**src/rtl/alu_seq_pkg.sv**
```systemverilog
// Shared definitions for the ALU sequencer: widths, opcodes and FSM states.
package alu_seq_pkg;

    localparam int unsigned DW   = 4;
    localparam int unsigned NREG = 4;

    localparam logic [2:0] OP_NOP  = 3'd0;
    localparam logic [2:0] OP_AND  = 3'd1;
    localparam logic [2:0] OP_OR   = 3'd2;
    localparam logic [2:0] OP_XOR  = 3'd3;
    localparam logic [2:0] OP_ADD  = 3'd4;
    localparam logic [2:0] OP_SUB  = 3'd5;
    localparam logic [2:0] OP_SLLI = 3'd6;
    localparam logic [2:0] OP_SRLI = 3'd7;

    typedef enum logic [1:0] {
        S_IDLE = 2'd0,
        S_EXEC = 2'd1,
        S_WB   = 2'd2
    } state_e;

endpackage

```
**src/rtl/simple_alu.sv**
```systemverilog
// 4-bit combinational ALU; overflow is reported only for ADD/SUB.
module simple_alu
    import alu_seq_pkg::*;
(
    input  logic [2:0]    op_i,
    input  logic [DW-1:0] a_i,
    input  logic [DW-1:0] b_i,
    output logic [DW-1:0] y_o,
    output logic          ovf_o
);

    // Result and two's-complement overflow for the selected operation.
    always_comb begin
        y_o   = '0;
        ovf_o = 1'b0;
        case (op_i)
            OP_AND:  y_o = a_i & b_i;
            OP_OR:   y_o = a_i | b_i;
            OP_XOR:  y_o = a_i ^ b_i;
            OP_ADD: begin
                y_o   = a_i + b_i;
                ovf_o = (a_i[DW-1] == b_i[DW-1]) && (y_o[DW-1] != a_i[DW-1]);
            end
            OP_SUB: begin
                y_o   = a_i - b_i;
                ovf_o = (a_i[DW-1] != b_i[DW-1]) && (y_o[DW-1] != a_i[DW-1]);
            end
            // Shift amounts of DW or more flush the operand completely.
            OP_SLLI: y_o = (|b_i[DW-1:2]) ? '0 : (a_i << b_i);
            OP_SRLI: y_o = (|b_i[DW-1:2]) ? '0 : (a_i >> b_i);
            default: y_o = '0;
        endcase
    end

endmodule

```
**src/rtl/alu_seq_ctrl.sv**
```systemverilog
// Three-cycle instruction sequencer around simple_alu with a 4x4 register
// file, done/result reporting and a sticky overflow flag.
module alu_seq_ctrl
    import alu_seq_pkg::*;
(
    input  logic          clk,
    input  logic          rst_n,
    input  logic          in_valid,
    output logic          in_ready,
    input  logic [2:0]    in_op,
    input  logic [1:0]    in_rd,
    input  logic [1:0]    in_rs1,
    input  logic [1:0]    in_rs2,
    input  logic [DW-1:0] in_imm,
    input  logic          in_use_imm,
    input  logic          clr_ovf,
    output logic          done,
    output logic [DW-1:0] done_result,
    output logic          done_ovf,
    output logic          sticky_ovf,
    input  logic [1:0]    dbg_rsel,
    output logic [DW-1:0] dbg_rdata
);

    state_e        state_q, state_d;
    logic          accept;
    logic          wb;

    logic [2:0]    op_q;
    logic [1:0]    rd_q;
    logic [DW-1:0] a_q, b_q;
    logic [DW-1:0] res_q;
    logic          ovf_q;
    logic [DW-1:0] alu_y;
    logic          alu_ovf;

    logic [DW-1:0] rf_q [NREG];

    logic          done_q;
    logic [DW-1:0] done_result_q;
    logic          done_ovf_q;
    logic          sticky_q;

    simple_alu u_alu (
        .op_i  (op_q),
        .a_i   (a_q),
        .b_i   (b_q),
        .y_o   (alu_y),
        .ovf_o (alu_ovf)
    );

    // FSM state register; reset aborts any in-flight instruction.
    always_ff @(posedge clk or negedge rst_n) begin
        if (!rst_n) state_q <= S_IDLE;
        else        state_q <= state_d;
    end

    // Next state, handshake and write-back strobe.
    always_comb begin
        state_d  = state_q;
        in_ready = 1'b0;
        accept   = 1'b0;
        wb       = 1'b0;
        case (state_q)
            S_IDLE: begin
                in_ready = 1'b1;
                accept   = in_valid;
                if (in_valid) state_d = S_EXEC;
            end
            S_EXEC: state_d = S_WB;
            S_WB: begin
                wb      = 1'b1;
                state_d = S_IDLE;
            end
            default: state_d = S_IDLE;
        endcase
    end

    // Latch instruction and operands at accept, capture ALU output in EXEC.
    always_ff @(posedge clk or negedge rst_n) begin
        if (!rst_n) begin
            op_q  <= OP_NOP;
            rd_q  <= '0;
            a_q   <= '0;
            b_q   <= '0;
            res_q <= '0;
            ovf_q <= 1'b0;
        end else begin
            if (accept) begin
                op_q <= in_op;
                rd_q <= in_rd;
                a_q  <= rf_q[in_rs1];
                b_q  <= in_use_imm ? in_imm : rf_q[in_rs2];
            end
            if (state_q == S_EXEC) begin
                res_q <= alu_y;
                ovf_q <= alu_ovf;
            end
        end
    end

    // Register file write-back; NOP retires without writing.
    always_ff @(posedge clk or negedge rst_n) begin
        if (!rst_n) begin
            for (int unsigned i = 0; i < NREG; i++) rf_q[i] <= '0;
        end else if (wb && (op_q != OP_NOP)) begin
            rf_q[rd_q] <= res_q;
        end
    end

    // Completion report: one-cycle done, result/ovf held until next retire.
    always_ff @(posedge clk or negedge rst_n) begin
        if (!rst_n) begin
            done_q        <= 1'b0;
            done_result_q <= '0;
            done_ovf_q    <= 1'b0;
        end else begin
            done_q <= wb;
            if (wb) begin
                done_result_q <= res_q;
                done_ovf_q    <= ovf_q;
            end
        end
    end

    // Sticky overflow; a retiring overflow beats a simultaneous clear.
    always_ff @(posedge clk or negedge rst_n) begin
        if (!rst_n)              sticky_q <= 1'b0;
        else if (wb && ovf_q)    sticky_q <= 1'b1;
        else if (clr_ovf)        sticky_q <= 1'b0;
    end

    assign done        = done_q;
    assign done_result = done_result_q;
    assign done_ovf    = done_ovf_q;
    assign sticky_ovf  = sticky_q;
    assign dbg_rdata   = rf_q[dbg_rsel];

endmodule

```
**config.mk**
```make
export PLATFORM = sky130hd
export DESIGN_NAME = alu_seq_ctrl
export DESIGN_NICKNAME = d
export VERILOG_FILES = /design/src/rtl/alu_seq_pkg.sv /design/src/rtl/simple_alu.sv /design/src/rtl/alu_seq_ctrl.sv
export SDC_FILE = /design/constraint.sdc
export NUM_CORES = 1
export LEC_CHECK = 0
export ABC_CLOCK_PERIOD_IN_PS = 2550
export CORE_MARGIN = 8
export CORE_UTILIZATION = 34
export DETAILED_ROUTE_END_ITERATION = 8
export GPL_ROUTABILITY_DRIVEN = 1
export PLACE_DENSITY_LB_ADDON = 0.08
export SYNTH_ARGS = -nofsm -noshare
export SYNTH_HDL_FRONTEND = slang
export SYNTH_SLANG_ARGS = --single-unit
```
**constraint.sdc**
```tcl
create_clock -name clk -period 2.55 [get_ports clk]
set_input_delay 0.51 -clock clk [delete_from_list [all_inputs] [get_ports clk]]
set_output_delay 0.51 -clock clk [all_outputs]
set_load 0.02 [all_outputs]
```
# Yosys cells after proc, flatten, opt, wreduce, memory -nomap -nowiden
# Cells that the tools add are included.
[op_classes]
n_reduce_logical = 9
magnitude_cmp = 5
add_sub_neg = 2
n_shift = 2
bitwise_logic = 7
eq_ne = 14
mux = 24
[ops]
columns = ["op", "count"]
rows = [
  ["$mux 4", 10],
  ["$pmux 4 s7", 1],
  ["$bmux 4 s2", 3],
  ["$bwmux 16", 1],
  ["$eq 3x3->1 const B", 4],
  ["$ge 3x3->1 const B", 4],
  ["$not 2->3", 4],
  ["$demux 4 s2", 1],
  ["$eq 3x2->1 const B", 2],
  ["$logic_and 1x1->1", 5],
  ["$mux 1", 5],
  ["$add 4x4->4", 1],
  ["$and 4x4->4", 1],
  ["$or 4x4->4", 1],
  ["$pmux 2 s2", 1],
  ["$shl 4x4->4", 1],
  ["$shr 4x4->4", 1],
  ["$sub 4x4->4", 1],
  ["$xor 4x4->4", 1],
  ["$eq 3x1->1 const B", 1],
  ["$lt 3x1->1 const B", 1],
  ["$ne 1x1->1", 3],
  ["$reduce_bool 3->1", 1],
  ["$eq 2x1->1 const B", 1],
  ["8 further kinds", 8],
]
[word_totals]
word_cells = 78
ff_bits = 43

# Logic depth before layout (Yosys ltp)
[logic_depth]
ltp_word = 6
depth_mapped = 9

# By module
# From an unflattened synthesis, not the netlist that was laid out.
[unflattened]
cells_unflattened = 231
hier_area_um2 = 2681.3
[modules_own_cells]
columns = ["mod", "seq_area_each_um2", "n_inst", "cells_per_inst", "area_each_um2"]
rows = [
  ["alu_seq_ctrl", 1076.0, 1, 132, 1955.6],
  ["simple_alu", 0.0, 1, 99, 725.7],
]

# Least setup slack after synthesis
# Ideal clock, no wire load.
[synth_path]
path_type = "reg2reg"
from = "reg b_q[1]"
to = "reg res_q[1]"
arrival_time_ns = 1.874
path_buffers = 1
required_time_ns = 2.425
path_stages_with_launch = 9
path_slack_ns = 0.551
synth_period_minus_slack_ns = 1.999
setup_time_ns = 0.125
cell_sequence = "dfrtp_1 buf_2 clkinv_1 fa_1 mux2_1 nand2_1 a31oi_1 a311oi_1 o21ai_1"
[synth_between]
elab_chain_cells = 3
elab_cells_between_ends = 10
[synth_lines]
columns = ["element", "line_no", "source"]
rows = [
  ["from (decl)", "alu_seq_ctrl.sv:31", "logic [DW-1:0] a_q, b_q;"],
  ["from (signal assigned)", "alu_seq_ctrl.sv:93", "b_q <= in_use_imm ? in_imm : rf_q[in_rs2];"],
  ["$shr 4x4->4 or $shl 4x4->4 (tied branches)", "simple_alu.sv:30, simple_alu.sv:29", ""],
  ["$mux 4 (on tied branches)", "simple_alu.sv:30, simple_alu.sv:29", ""],
  ["$pmux 4 s7 (*)", "simple_alu.sv:16", "case (op_i)"],
  ["to (signal assigned)", "alu_seq_ctrl.sv:96", "res_q <= alu_y;"],
  ["to (decl)", "alu_seq_ctrl.sv:32", "logic [DW-1:0] res_q;"],
]
# Every way passes the cells marked *; elsewhere a longest branch is shown, timed or not.
# A chain may end at the register's enable or synchronous reset.

# Final worst setup path
[layout_path]
from = "in dbg_rsel[0]"
to = "out dbg_rdata[3]"
[layout_between]
elab_chain_cells = 4
[layout_lines]
columns = ["element", "line_no", "source"]
rows = [
  ["from (decl)", "alu_seq_ctrl.sv:21", "input logic [1:0] dbg_rsel,"],
  ["$not 2->3 (implied by the code)", "alu_seq_ctrl.sv:137", "assign dbg_rdata = rf_q[dbg_rsel];"],
  ["$bmux 4 s2", "alu_seq_ctrl.sv:137", ""],
  ["$mux 4 (implied by the code) (2 in a row)", "alu_seq_ctrl.sv:137", ""],
  ["to (decl)", "alu_seq_ctrl.sv:22", "output logic [DW-1:0] dbg_rdata"],
]
# Every way passes these cells. The select of a mux whose other input is x is not followed.

==> run summary <==
=================================================================================
Result of the run .................................................. finished clean
Number of unique standard cell types used by synthesis .............           48
Num CTS Buffers ....................................................            5
Largest clock skew in the final design .............................   0.00482 ns
Maximum level of the CTS H-tree ....................................            2
Minimum setup slack in the final design ............................    0.0824 ns
Effective utilization at floorplan .................................        34.7%
Kind of launch point of the worst setup path ....................... primary input
Clock latency of the later-clocked register in the worst-skew pair .      0.29 ns
Pre-CTS worst setup slack ..........................................    -0.150 ns
Tot GR Track Use ...................................................        12.1%
Utilization after layout ...........................................        41.6%
XOR/XNOR Fraction of Synth Area ....................................        1.32%
Post-detailed-route via-to-cell ratio ..............................         5.15
Count of state elements after synthesis ............................           43
Setup Fix Bufs, Post-CTS ...........................................            0
Most common cell after layout, fill and taps aside .................      dfrtp_1
Final Cycle Share ..................................................        96.8%
Slew at the pin closest to its max-slew limit ......................     0.574 ns
Count of mapped cells out of synthesis .............................          231
Cell taking the most area after synthesis ..........................      dfrtp_1
Count of standard-cell rows ........................................           32
Yosys warning count ................................................            0
Post-synthesis compound-gate area fraction .........................        10.6%
Post-synth design cell area ........................................     2650 um2
Area of the core ...................................................     7650 um2
Routability congestion estimate from global placement ..............        0.827
Top-area cell type share of the netlist area .......................        40.6%
Most frequently used flop master after synthesis ...................      dfrtp_1
Die width ..........................................................       104 um
Cell breakdown of the critical path ................................ clkdlybuf4s50_1, buf_4, mux4_2, dlygate4sd2_1
Total iterations of the first detailed-routing run .................            4
Remaining global-route overflow ....................................            0
Aggregate routed wire length .......................................      6280 um
Clock buffer depth .................................................            2
Mapped Avg Cell Area ...............................................     11.5 um2
LEAKAGE ............................................................      1.37 nW
Data arrival time of the critical path .............................      1.96 ns
Setup crit end kind ................................................ primary output
Simple-Gate Fraction of Synth Area .................................        11.8%
Number of top-level design ports ...................................           32
Highest net fanout along the worst path ............................            2
Sequential share of the synthesized area ...........................        40.6%
Final max-slew violation count .....................................            0
CP max stage delay .................................................      0.49 ns
Setup repair after global routing missed its margin ................        false
Clock slew at reported path FFs ....................................      0.08 ns
Sinks on the clock net .............................................           43
Y dimension of the die .............................................       104 um
Vias in the first global route .....................................         1954
Global-route wire length before repair .............................     10500 um
Maximum number of pins on one net before global-route repair .......           44
Ratio of total power to cell area ..................................   985 nW/um2
Clock period minus worst slack .....................................      2.47 ns
Routed vias ........................................................         1907
Number of enable flip-flop cells after synthesis ...................            0
Mux contribution to synthesized area ...............................        23.7%
Antenna diodes .....................................................            0
CTS Hold Bufs ......................................................            0
Total placed instance area .........................................     3080 um2
Category of the critical setup timing path ......................... primary input to primary output
Number of antenna violations at the first check in global routing ..            0
Count of fill cells added during filler insertion ..................          744
Post-route antenna net violation count .............................            0
Design area ........................................................     3180 um2
Clock root cell ....................................................     clkbuf_8
Die Area ...........................................................    10900 um2
DRC ................................................................            0
Endpoint required time on the critical path ........................      2.04 ns
Slew margin rel. ...................................................        61.7%
CTS tree ...........................................................        built
CP bufs+invs .......................................................            3
Combinational family with the most area after synthesis ............ multiplexers
VDD IR max .........................................................     0.423 mV
Post-detailed-placement half-perimeter wirelength ..................      4740 um
Max capacitance violation total ....................................            0
Peak Freq ..........................................................    0.405 GHz
Total number of nets in the final design ...........................          301
Final Hold Violating Endpoints .....................................            0
Largest delay share family, worst path ............................. buffers and inverters
Net Count, Synth ...................................................          265
Iter 0 DRT Violations ..............................................           79
Routed length per placed instance ..................................      17.0 um
Highest-delay cell along the critical path .........................       mux4_2
Final count of negative-setup-slack endpoints ......................            0
Commonest cells after routing, fill and taps aside ................. 43 x dfrtp_1, 26 x mux2_1, 26 x clkdlybuf4s50_1
Port buffer count ..................................................           31
Share of synthesized flip-flops with an asynchronous set or reset ..         100%
Post-synthesis adder-cell area fraction ............................        7.17%
Fraction of final layout cells with drive strength greater than 1 ..        13.8%
Tightest Hold Check Type ........................................... primary input to asynchronous set/reset pin
Biggest area contributors in the synthesized netlist ............... dfrtp_1 41%, mux2_1 11%, mux4_2 10%, ha_1 5.7%, a21oi_1 2.3%
Post-synthesis to final-layout area growth .........................        19.9%
=================================================================================
-- worst reg2reg max path, stage by stage, from the launching register on --
cell and delay (ns):
dfrtp_1 0.42, inv_1 0.14, ha_1 0.18, inv_1 0.06, fa_1 0.42, mux2_1 0.30
nand2_1 0.07, a31oi_1 0.10, a311oi_1 0.33, o21ai_1 0.10
-- layout make-up --
type	count	area, um2	share of cell area, %
clock buffer	8	100	3.15
multi-input combinational	162	1450	45.5
tap	102	128	4.02
sequential	43	1080	33.9
timing repair buffer	41	375	11.8
inverter	14	52.6	1.65
-- state kept, by name (all words and copies together) (netlist names) --
| register | count |
|---|---|
| res_q | 4 |
| sticky_ovf | 1 |
| done_result | 4 |
| ovf_q | 1 |
| done_ovf | 1 |
| a_q | 4 |
| b_q | 4 |
| done | 1 |
| state_q | 2 |
| rd_q | 2 |
| rf_q | 16 |
| op_q | 3 |
-- kinds of logic (layout without fill, tap and decap cells) --
group	after synthesis	in the layout
flip-flops	43	43
AO/OA/AOI/OAI	46	46
buffers and inverters	26	63
multiplexers	44	44
adder cells (fa/ha/maj)	14	14
AND/OR/NAND/NOR	54	54
XOR/XNOR	4	4
-- cell usage after synthesis, drive strengths merged (5+ instances only) --
master	count
mux2i	5
dfrtp	43
mux2	27
inv	13
nand2	15
nor3b	7
ha	12
nor2	11
o21ai	16
mux4	12
a21oi	12
buf	8
-- metal layers --
metal  routed length [um]  global-route usage [%]
met2                 2980                    18.8
met4                   85                    4.34
met1                 3020                    16.0
met5                    0                       0
met3                  199                    2.54
-- stage by stage --
step	cells	setup TNS (ns)	hold slack (ns)	total power, mW
2_1_floorplan	231	0	0.214	2.17
4_1_cts	370	0	0.296	3.17
3_3_place_gp	362	-0.482	0.467	2.70
5_1_grt	370	0	0.323	3.39
6_report	370	0	0.281	3.13
3_5_place_dp	362	-0.554	0.478	2.69
-- power by group --
group | switching, mW | internal (mW)
Combinational | 0.716 | 0.720
Sequential | 0.286 | 0.927
Clock | 0.234 | 0.247
Total | 1.24 | 1.89
-- worst paths after layout --
path	start	end	slack [ns]	cells after the start
worst max-delay path	dbg_rsel[0]	dbg_rdata[3]	0.08	4
worst min-delay path	rst_n	done_ovf	0.28	2
worst max register to register	a_q[0]	res_q[1]	0.33	9
worst min register to register	done_result[3]	done_result[3]	0.49	1
max in group asynchronous	rst_n	rf_q[8]	1.89	2
min in group clk	done_result[3]	done_result[3]	0.49	1
-- timing repair --
| action | in CTS | in global routing |
|---|---|---|
| setup endpoints to repair | 4 | 0 |
| gates resized for setup | 4 | 0 |
| endpoints found under the hold margin | 0 | 0 |
(Power assumes the default switching activity.)
